--- src/rtl/uart_tx_pkg.sv ---
// rtl/uart_tx_pkg.sv - shared state encoding and line/parity constants for the UART transmit controller
package uart_tx_pkg;

  typedef enum logic [2:0] {
    IDLE,
    START,
    DATA,
    PARITY,
    STOP
  } tx_state_e;

  localparam logic PAR_EVEN  = 1'b0;
  localparam logic PAR_ODD   = 1'b1;

  localparam logic LINE_IDLE = 1'b1;
  localparam logic START_BIT = 1'b0;
  localparam logic STOP_BIT  = 1'b1;

endpackage

--- src/rtl/uart_baud_gen.sv ---
// rtl/uart_baud_gen.sv - bit-period counter; tick_o marks the last cycle of each UART bit
module uart_baud_gen #(
  parameter int CLKS_PER_BIT = 16
) (
  input  logic CLK,
  input  logic RST,
  input  logic clr_i,
  input  logic en_i,
  output logic tick_o
);

  localparam int CW = (CLKS_PER_BIT > 2) ? $clog2(CLKS_PER_BIT) : 1;
  localparam logic [CW-1:0] LAST = CW'(CLKS_PER_BIT - 1);

  logic [CW-1:0] cnt_q, cnt_d;

  assign tick_o = en_i && (cnt_q == LAST);

  always_comb begin
    cnt_d = cnt_q;
    if (clr_i) begin
      cnt_d = '0;
    end else if (en_i) begin
      cnt_d = tick_o ? '0 : cnt_q + 1'b1;
    end
  end

  always_ff @(posedge CLK or posedge RST) begin
    if (RST) begin
      cnt_q <= '0;
    end else begin
      cnt_q <= cnt_d;
    end
  end

endmodule

--- src/rtl/uart_tx_ctrl.sv ---
// rtl/uart_tx_ctrl.sv - UART transmit frame controller (start, data via Serializer, parity, stop)
// Optional parity bit enabled by defining UART_TX_PARITY_EN.
module uart_tx_ctrl
  import uart_tx_pkg::*;
#(
  parameter int DATA_WIDTH   = 8,
  parameter int CLKS_PER_BIT = 16
) (
  input  logic                  CLK,
  input  logic                  RST,
  input  logic [DATA_WIDTH-1:0] P_DATA,
  input  logic                  DATA_VALID,
`ifdef UART_TX_PARITY_EN
  input  logic                  PAR_TYP,
`endif
  input  logic                  SER_DATA,
  input  logic                  SER_DONE,
  output logic                  SER_EN,
  output logic                  SER_STEP,
  output logic [DATA_WIDTH-1:0] SER_PDATA,
  output logic                  TX_OUT,
  output logic                  BUSY,
  output logic                  SER_ERR
);

  localparam int BW = (DATA_WIDTH > 2) ? $clog2(DATA_WIDTH) : 1;
  localparam logic [BW-1:0] LAST_BIT = BW'(DATA_WIDTH - 1);

  tx_state_e             state_q, state_d;
  logic [DATA_WIDTH-1:0] pdata_q, pdata_d;
  logic [BW-1:0]         bit_cnt_q, bit_cnt_d;
  logic                  err_q, err_d;
  logic                  baud_clr, baud_tick;
`ifdef UART_TX_PARITY_EN
  logic                  parity_q, parity_d;
`endif

  uart_baud_gen #(
    .CLKS_PER_BIT (CLKS_PER_BIT)
  ) u_baud (
    .CLK    (CLK),
    .RST    (RST),
    .clr_i  (baud_clr),
    .en_i   (state_q != IDLE),
    .tick_o (baud_tick)
  );

  always_comb begin
    state_d   = state_q;
    pdata_d   = pdata_q;
    bit_cnt_d = bit_cnt_q;
    err_d     = err_q;
    baud_clr  = 1'b0;
`ifdef UART_TX_PARITY_EN
    parity_d  = parity_q;
`endif
    case (state_q)
      IDLE: begin
        if (DATA_VALID) begin
          state_d   = START;
          pdata_d   = P_DATA;
          bit_cnt_d = '0;
          baud_clr  = 1'b1;
`ifdef UART_TX_PARITY_EN
          parity_d  = (^P_DATA) ^ (PAR_TYP == PAR_ODD);
`endif
        end
      end
      START: begin
        if (baud_tick) state_d = DATA;
      end
      DATA: begin
        // The bit counter alone ends the data phase; SER_DONE is only audited here.
        if (baud_tick) begin
          bit_cnt_d = bit_cnt_q + 1'b1;
          if (bit_cnt_q == LAST_BIT) begin
            if (!SER_DONE) err_d = 1'b1;
`ifdef UART_TX_PARITY_EN
            state_d = PARITY;
`else
            state_d = STOP;
`endif
          end
        end
      end
`ifdef UART_TX_PARITY_EN
      PARITY: begin
        if (baud_tick) state_d = STOP;
      end
`endif
      STOP: begin
        if (baud_tick) state_d = IDLE;
      end
      default: state_d = IDLE;
    endcase
  end

  always_ff @(posedge CLK or posedge RST) begin
    if (RST) begin
      state_q   <= IDLE;
      pdata_q   <= '0;
      bit_cnt_q <= '0;
      err_q     <= 1'b0;
`ifdef UART_TX_PARITY_EN
      parity_q  <= 1'b0;
`endif
    end else begin
      state_q   <= state_d;
      pdata_q   <= pdata_d;
      bit_cnt_q <= bit_cnt_d;
      err_q     <= err_d;
`ifdef UART_TX_PARITY_EN
      parity_q  <= parity_d;
`endif
    end
  end

  // Line mux decodes registered state only, so reset forces the line high at once.
  always_comb begin
    TX_OUT = LINE_IDLE;
    case (state_q)
      START:  TX_OUT = START_BIT;
      DATA:   TX_OUT = SER_DATA;
`ifdef UART_TX_PARITY_EN
      PARITY: TX_OUT = parity_q;
`endif
      STOP:   TX_OUT = STOP_BIT;
      default: TX_OUT = LINE_IDLE;
    endcase
  end

  assign BUSY      = (state_q != IDLE);
  assign SER_EN    = (state_q == DATA);
  assign SER_STEP  = (state_q == DATA) && baud_tick;
  assign SER_PDATA = pdata_q;
  assign SER_ERR   = err_q;

endmodule

--- config.mk ---
export PLATFORM = sky130hd
export DESIGN_NAME = uart_tx_ctrl
export DESIGN_NICKNAME = d
export VERILOG_FILES = /design/src/rtl/uart_tx_pkg.sv /design/src/rtl/uart_baud_gen.sv /design/src/rtl/uart_tx_ctrl.sv
export SDC_FILE = /design/constraint.sdc
export NUM_CORES = 1
export LEC_CHECK = 0
export CELL_PAD_IN_SITES_DETAIL_PLACEMENT = 1
export CELL_PAD_IN_SITES_GLOBAL_PLACEMENT = 1
export CORE_ASPECT_RATIO = 1.5
export CORE_UTILIZATION = 25
export CTS_CLUSTER_DIAMETER = 150
export DETAILED_ROUTE_END_ITERATION = 8
export GPL_TIMING_DRIVEN = 0
export PLACE_DENSITY = 0.6
export SLEW_MARGIN = 20
export SYNTH_ARGS = -nofsm -noshare
export SYNTH_HDL_FRONTEND = slang
export SYNTH_SLANG_ARGS = --single-unit
--- constraint.sdc ---
create_clock -name CLK -period 2.4 [get_ports CLK]
set_input_delay 0.72 -clock CLK [delete_from_list [all_inputs] [get_ports CLK]]
set_output_delay 0.72 -clock CLK [all_outputs]
set_load 0.01 [all_outputs]
==> flow_summary.yaml <==
grt:
  grt_pass1_wl_um: 3310
  track_usage_pct: 12.2
  gr-total-overflow: 0
  grt_pass1_vias: 699
  antenna_found_initial: 0
  grt_max_degree: 20
clock_network:
  cts.sinks: 19
  clkLatencyLatePin_ps: 260
  clk_path_buf_depth: 2
  h-tree-depth: 1
  cts_root_buffer: "clkbuf_8"
  hold_buffers: 0
  cts_tree: "done"
  numCtsBuffers: 3
  clk_pin_slew_worst_paths_ps: 70
setup_path:
  start_kind: "input port"
  crit_arrival_ps: 1530
  crit_fanout: 1
  cp-end-kind: "output port"
  crit_type: "input port to output port"
  cp.required_ps: 1680
  reg2reg_depth: 3
cells_and_area:
  area.sequential_sq_um: 478
  final_cell_mix: "clkdlybuf4s50_1 (21), dfrtp_1 (17), nand2_1 (8), mux2_4 (6), inv_1 (5)"
  fin_nets: 124
  area_growth_pct: 47.2
  finalNonFillerCells: 149
  fillerInstances: 386
  multiInputGateArea_sq_um: 418
  num_antenna_cells: 0
  drive_gt1_share_pct: 23.4
  final_common_cell: "clkdlybuf4s50_1"
synth:
  yosys.area.top_type: "dfrtp_1"
  syn-cell-area_sq_um: 887
  synthCells: 75
  synth.area.top_cells: "dfrtp_1 (54%), mux2_4 (10%), ha_1 (4.2%)"
  syn_nets: 91
  yosysUniqueCellTypes: 26
  yosysWarnings: 0
  synth_seq_area_share_pct: 53.6
  syn_area_per_cell_sq_um: 11.8
  synth_seq_cells: 19
  yosysTopAreaCellShare_pct: 53.6
sta:
  rsz0062_at_grt: "false"
  finalHoldViolCount: 0
  maxSlewHeadroom_pct: 50.1
  min_period_over_period_pct: 93.9
  setup_viol: 0
  report.final.slew_viol_count: 0
  worst_pin_slew_ps: 748
  min_period_ps: 2250
  setup_ws_ps: 147
  skew_ps: 2.65
  fmax_mhz: 444
die:
  die_w_um: 50.6
  num_io_pins: 26
  die_y_um: 75.0
  start_util_pct: 26.2
  core-area_sq_um: 3380
  fp-row-count: 26
  die_area_sq_um: 3800
worst_hold_path:
  hold_class: "flip-flop to flip-flop"
  holdPathStages: 1
placed_design:
  dp.cells: 142
  place.gp.congestion: 0.655
  dp_hpwl_um: 1480
  io_buffers: 25
  pre_cts_ws_ps: -262
power:
  vdd_drop_max_uv: 270
  p_leak_nw: 0.627
  p_per_area_nw_per_um2: 483
routing:
  post_drt_wl_per_cell_um: 13.9
  via_per_inst: 4.64
  num_vias: 692
  drtPass1Iterations: 4
  drt_wl_total_um: 2060
  route.detailed.drc: 0
  detail-route-antenna-nets: 0
  drt_iter0_markers: 10
status:
  status: "completed"
run:
  cap_viol_max_count: 0
-- worst paths after layout --
check / from / to / slack, ps
min in group asynchronous: RST / SER_PDATA[4] / 890
worst min-delay path: SER_ERR / SER_ERR / 490
worst max-delay path: SER_DATA / TX_OUT / 150
max in group asynchronous: RST / state_q[1] / 990
worst max register to register: state_q[2] / SER_PDATA[5] / 760
worst min register to register: SER_ERR / SER_ERR / 490
-- metal layers --
metal	GRT usage, %	part of all wire [%]
met1	13.3	39
met2	21.0	55
met3	2.02	3.2
met4	9.26	2.7
met5	0	0
-- per-stage QoR --
stage	utilization, %	instance area [sq um]	total power [mW]	hold WS [ps]	setup TNS [ps]
global placement	35.2	1190	0.411	465	-432
floorplan	-	887	0.371	455	0
CTS	37.1	1250	0.642	499	-258
finish	38.6	1310	0.631	489	0
global route	38.6	1310	0.666	522	0
detailed placement	35.2	1190	0.413	482	-434
-- where the power goes --
part	internal [mW]	switching (mW)	leakage, nW	total [mW]
Clock	0.118	0.108	0.0228	0.226
Sequential	0.328	0.00390	0.250	0.332
Combinational	0.0480	0.0253	0.354	0.0733
Total	0.494	0.137	0.627	0.631
-- cells in the mapped netlist --
cell type and instances:
o211ai_1 2, and2_2 1, nor2b_1 1, a21oi_1 4
nand3_1 4, o21ai_0 4, a31oi_1 1, nand2b_1 2
buf_6 1, inv_1 5, o2bb2ai_1 1, nor3b_1 2
nand3b_1 1, or4b_4 1, o41ai_1 1, mux2i_1 1
mux2_2 2, mux2_4 6, nor3_1 1, or4_1 1
nand2_1 8, dfrtp_1 19, and3_1 1, ha_1 3
clkbuf_1 1, o21bai_1 1
-- worst max-delay path: stages --
cell and delay, ps:
clkdlybuf4s50_1 460, nor3b_1 40, o21ai_0 150, clkbuf_2 160
-- final cells by class --
cell class	instances	share of cell area [%]
Inverter	5	1.44
Clock buffer	4	3.45
Sequential cell	19	36.6
Buffer	1	0.862
Tap cell	42	4.02
Multi-Input combinational cell	49	32.0
Timing Repair Buffer	29	21.6
-- cell families (layout without fill, tap and decap cells) --
logic type	Yosys count	after routing	share of synthesized area, %
buf+inv	7	39	3.81
flops	19	19	53.6
fa+ha+maj	3	3	4.23
compound gates	14	14	9.73
mux	9	9	13.8
simple gates	23	23	14.8
-- sequential cells by signal, indices dropped and copies added, names as in the netlist --
name and cells:
state_q 3, bit_cnt_q 3, SER_ERR 1, u_baud.cnt_q 4, SER_PDATA 8
-- timing repair --
action / in CTS / in global routing
setup buffers: 0 / 4
gates resized for setup: 7 / 9
endpoints found under the setup margin: 4 / 4
pin swaps: 0 / 1
No activity file was read; power rests on OpenSTA's default activity.
==> edit 1: new RTL, same settings <==
Add a define of `UART_TX_PARITY_EN`.
--- a/src/rtl/uart_tx_ctrl.sv
+++ b/src/rtl/uart_tx_ctrl.sv
@@ -1,4 +1,6 @@
 // rtl/uart_tx_ctrl.sv - UART transmit frame controller (start, data via Serializer, parity, stop)
 // Optional parity bit enabled by defining UART_TX_PARITY_EN.
+`define UART_TX_PARITY_EN
+
 module uart_tx_ctrl
   import uart_tx_pkg::*;
Ports: changed (added PAR_TYP); port bits go from 26 to 27. The function was not compared with the original's and may differ.
==> edit 1 against the unedited design <==
  * Area after synthesis grew 12%
  * Wire length rose by 3.1%
  * Setup slack got worse by 0.066 ns
  * Sequential power grew 2%
  * Critical path type is now flip-flop to primary output
  * Critical endpoint is now SER_STEP
  * Sequential cell count grew 1
  * Final area is 7.2% higher
  * Power is 4.4% higher
==> edit 1: results (changes against the unedited design) <==
[critical_path]
timing.rr.end=bit_cnt_q[0]  ; was SER_PDATA[5]
rrSetupSlack_ns=0.86  ; was 0.76 ns
r2r_cells=6  ; was 3
cp_max_fo=7  ; was 1
r2r-start=u_baud.cnt_q[1]  ; was state_q[2]
critPathArrivalTime_ns=1.60  ; was 1.53 ns

[grt]
grt_pass1_wl_um=3532  ; was 3305 µm
grt_antenna_before_repair=0  ; unchanged
grt_pass1_vias=791  ; was 699
grt_max_degree=21  ; was 20
grtUsageTotal=0.1170  ; was 0.1217

[status]
outcome=finished clean  ; unchanged

[cts]
cts_root_buffer=clkbuf_8  ; unchanged
clk-insertion-delay-late_ns=0.26  ; about the same
htreeDepth=1  ; unchanged
cts_buffers=3  ; unchanged
path_clk_slew_ns=0.07  ; about the same

[drt]
routed_wl_um=2128  ; was 2064 µm
route.vias.total=753  ; was 692
drt_iter0_markers=7  ; was 10
drt-pass1-iter-count=4  ; unchanged

[final_layout]
antennaDiodeCount=0  ; unchanged
largest_reg_flops=8  ; unchanged
drive_gt1_frac=0.2564  ; was 0.2336
fin_nets=135  ; was 124

[hold_path]
hold_depth=1  ; unchanged
hold_start=SER_ERR  ; unchanged

[synth]
yosysWarnings=0  ; unchanged
synth_top_cells_by_count=dfrtp_1, mux2_2, nand2_1  ; was dfrtp_1, nand2_1, mux2_4, inv_1
synthTopCellsByArea=dfrtp_1, mux2_2, ha_1  ; was dfrtp_1, mux2_4, ha_1
ys_seq_area_frac=0.5031  ; was 0.5360
syn_nets=102  ; was 91
async_reset_ff_frac=1.000  ; unchanged
synth.distinct_cells=31  ; was 26
yosysTopAreaCell=dfrtp_1  ; unchanged

[placed_design]
place.gp.congestion=0.6541  ; was 0.6554
dp_hpwl_um=1617  ; was 1479 µm
placed_area_um2=1309  ; was 1190 µm²
numPortBuffers=26  ; was 25

[sta]
holdWs_ns=0.4805  ; was 0.4888 ns
skew_ns=0.004102  ; was 0.002654 ns
relSlewSlack=0.4832  ; was 0.5008

[power_and_ir_drop]
vdd_drop_max_uv=209.6  ; was 269.9 µV
leakagePower_nw=0.6323  ; was 0.6272 nW

## edit 1: changes by cell type after synthesis, sizes merged, moves of 2 or more
cell / unedited run / this run
nor2: 0 / 4
xnor2: 0 / 4
xor2: 0 / 3
a22o: 0 / 2
buf: 1 / 3
nand2b: 2 / 0
nand3: 4 / 2
o211ai: 2 / 0
o31ai: 0 / 2
## edit 1: report_power, final
part | total, mW | internal, mW | switching (mW) | leakage, nW
Sequential | 0.337 | 0.337 | 0 | 0.265
Clock | 0.259 | 0.146 | 0.113 | 0.0288
Combinational | 0.0633 | 0.0395 | 0.0239 | 0.339
Total | 0.659 | 0.522 | 0.137 | 0.632
## edit 1: critical path: stages, from the launching register on
cell and delay [ns]:
dfrtp_1 0.41, ha_2 0.20, and3_4 0.21, and2_0 0.15
buf_4 0.15, clkdlybuf4s15_2 0.22
## edit 1: repair_timing
action,CTS,global route
gates cloned,0,0
pin swaps,3,0
setup endpoints to repair,3,3
resized for setup,12,5
buffers inserted,2,1
## edit 1: worst max path at each step
stage,from,end,depth (start not counted)
final,u_baud.cnt_q[1],SER_STEP,5
after global routing,u_baud.cnt_q[1],SER_STEP,5
after CTS,u_baud.cnt_q[1],SER_STEP,6
after detailed placement,SER_DATA,TX_OUT,5
after global placement,SER_DATA,TX_OUT,5
after floorplan,u_baud.cnt_q[0],SER_STEP,5
## edit 1: final cells by class
class / instances / area [µm²]
Inverter: 4 / 15.01
Multi-Input combinational cell: 57 / 466.7
Buffer: 3 / 20.02
Tap cell: 43 / 53.80
Sequential cell: 20 / 500.5
Timing Repair Buffer: 29 / 289.0
Clock buffer: 4 / 55.05
Fill cell: 428 / 2350
## edit 1: kinds of logic (layout without fill, tap and decap cells)
| family | Yosys count | after routing | synth area share |
|---|---|---|---|
| simple gates | 23 | 23 | 0.1371 |
| flops | 20 | 20 | 0.5031 |
| compound gates | 14 | 14 | 0.09812 |
| mux | 9 | 9 | 0.1019 |
| xor+xnor | 8 | 8 | 0.08428 |
| buf+inv | 8 | 40 | 0.03773 |
| fa+ha+maj | 3 | 3 | 0.03774 |
## edit 1: routing by layer
metal | track usage | routed length, µm | up-vias
met4 | 0.06316 | 44 | 0
met2 | 0.2000 | 1086 | 27
met3 | 0.03448 | 135 | 5
met5 | 0 | 0 | -
li1 | - | - | 356
met1 | 0.1228 | 862 | 365
## edit 1: through the flow
step	instances	setup slack [ns]	setup TNS (ns)	total power, mW
finish	160	0.08105	0	0.6591
global route	160	0.009793	0	0.6835
CTS	160	-0.08851	-0.08851	0.6704
detailed placement	154	-0.3765	-0.5010	0.4077
global placement	154	-0.3851	-0.4616	0.4073
floorplan	85	0.4807	0	0.3751
==> edit 2: new RTL, same flow settings <==
Made on the original files. The 5 states of `tx_state_e` get a one-hot encoding in 5 bits.
--- a/src/rtl/uart_tx_pkg.sv
+++ b/src/rtl/uart_tx_pkg.sv
@@ -2,10 +2,10 @@
 package uart_tx_pkg;
 
-  typedef enum logic [2:0] {
-    IDLE,
-    START,
-    DATA,
-    PARITY,
-    STOP
+  typedef enum logic [4:0] {
+    IDLE   = 5'b00001,
+    START  = 5'b00010,
+    DATA   = 5'b00100,
+    PARITY = 5'b01000,
+    STOP   = 5'b10000
   } tx_state_e;
 
Formal check against the unedited RTL: same outputs for any inputs over 10 cycles, from zero or initial values and one cycle with RST high; not proved beyond that.
==> edit 2 against the unedited design <==
  * Setup slack got worse by 0.10 ns
  * Sequential cell count rose by 1
  * Wire length is 7.8% higher
  * Area after synthesis is 9.2% higher
  * Final area increased by 6.3%
Power is not compared: it rests on default switching activity, and its combinational part moved more than twofold at a synthesized area within 25%.
==> edit 2: results (changes against the unedited design) <==
[status]
outcome=finished clean  ; unchanged

[sta]
tightestPinTransition_ns=0.7799  ; was 0.7479 ns
holdWs_ns=0.4790  ; was 0.4888 ns
skew_ns=0.002574  ; was 0.002654 ns
period_share=0.9810  ; was 0.9388

[critical_path]
startpoint=state_q[0]  ; was SER_DATA
cp_max_fo=3  ; was 1
r2r_cells=4  ; was 3
cp_slowest_cell=dfstp_2  ; was clkdlybuf4s50_1
critPathCapture=BUSY  ; was TX_OUT
rrSetupSlack_ns=0.58  ; was 0.76 ns
timing.rr.end=SER_PDATA[3]  ; was SER_PDATA[5]
cp_top_family=flip-flops  ; was buffers and inverters

[grt]
grt_pass1_vias=826  ; was 699
grt_max_degree=21  ; was 20
grt_use_met2=0.2025  ; was 0.2104
grtUsageTotal=0.1232  ; was 0.1217
grtUsageMet3=0.02326  ; was 0.02020
use_met1=0.1510  ; was 0.1326

[synth]
synth.distinct_cells=34  ; was 26
synthTopCellsByArea=dfrtp_1, mux2_2, ha_1  ; was dfrtp_1, mux2_4, ha_1
ys_seq_area_frac=0.5181  ; was 0.5360
synth_cells=83  ; was 75
syn_nets=99  ; was 91

[final_layout]
fin_nets=132  ; was 124

[drt]
drt-pass1-iter-count=3  ; was 4
drt_iter0_markers=3  ; was 10
wl_met2_um=1123  ; was 1136 µm
route.met3.wl_um=141  ; was 67 µm
wirelength_met1_um=932  ; was 805 µm
vias_per_cell=4.975  ; was 4.644

[cts]
post_cts_buffers=5  ; was 0
cts_resized=16  ; was 7

[placed_design]
place.gp.congestion=0.7427  ; was 0.6554
placed_area_um2=1272  ; was 1190 µm²
dp.cells=151  ; was 142

-- edit 2: changes by cell type after synthesis, moves of 2 or more --
cell / unedited run / this run
mux2_2: 2 / 9
or3_1: 0 / 2
mux2_4: 6 / 1
nand2_1: 8 / 1
or4b_1: 0 / 2
buf_2: 0 / 3
a22o_1: 0 / 2
nor2_1: 0 / 3
a31o_2: 0 / 2
-- edit 2: area by class of cell --
cell class,instances,area (µm²)
flip-flops and latches,20,505.5
clock buffers,3,41.29
multi-input cells,54,446.7
repair buffers,30,277.8
inverters,5,18.77
well taps,43,53.80
fillers,403,2293
plain buffers,2,15.01
clock inverters,1,30.03
-- edit 2: logic make-up (layout without fill, tap and decap cells) --
kind of cell,Yosys count,count (layout),share of synthesized area
xor gates and xnor gates,1,1,0.009046
adders and majority gates,3,3,0.03876
buffers and inverters,9,41,0.03875
and+or+nand+nor,22,22,0.1395
muxes,10,10,0.1202
DFF,20,20,0.5181
AOI/OAI and AO/OA,18,18,0.1357
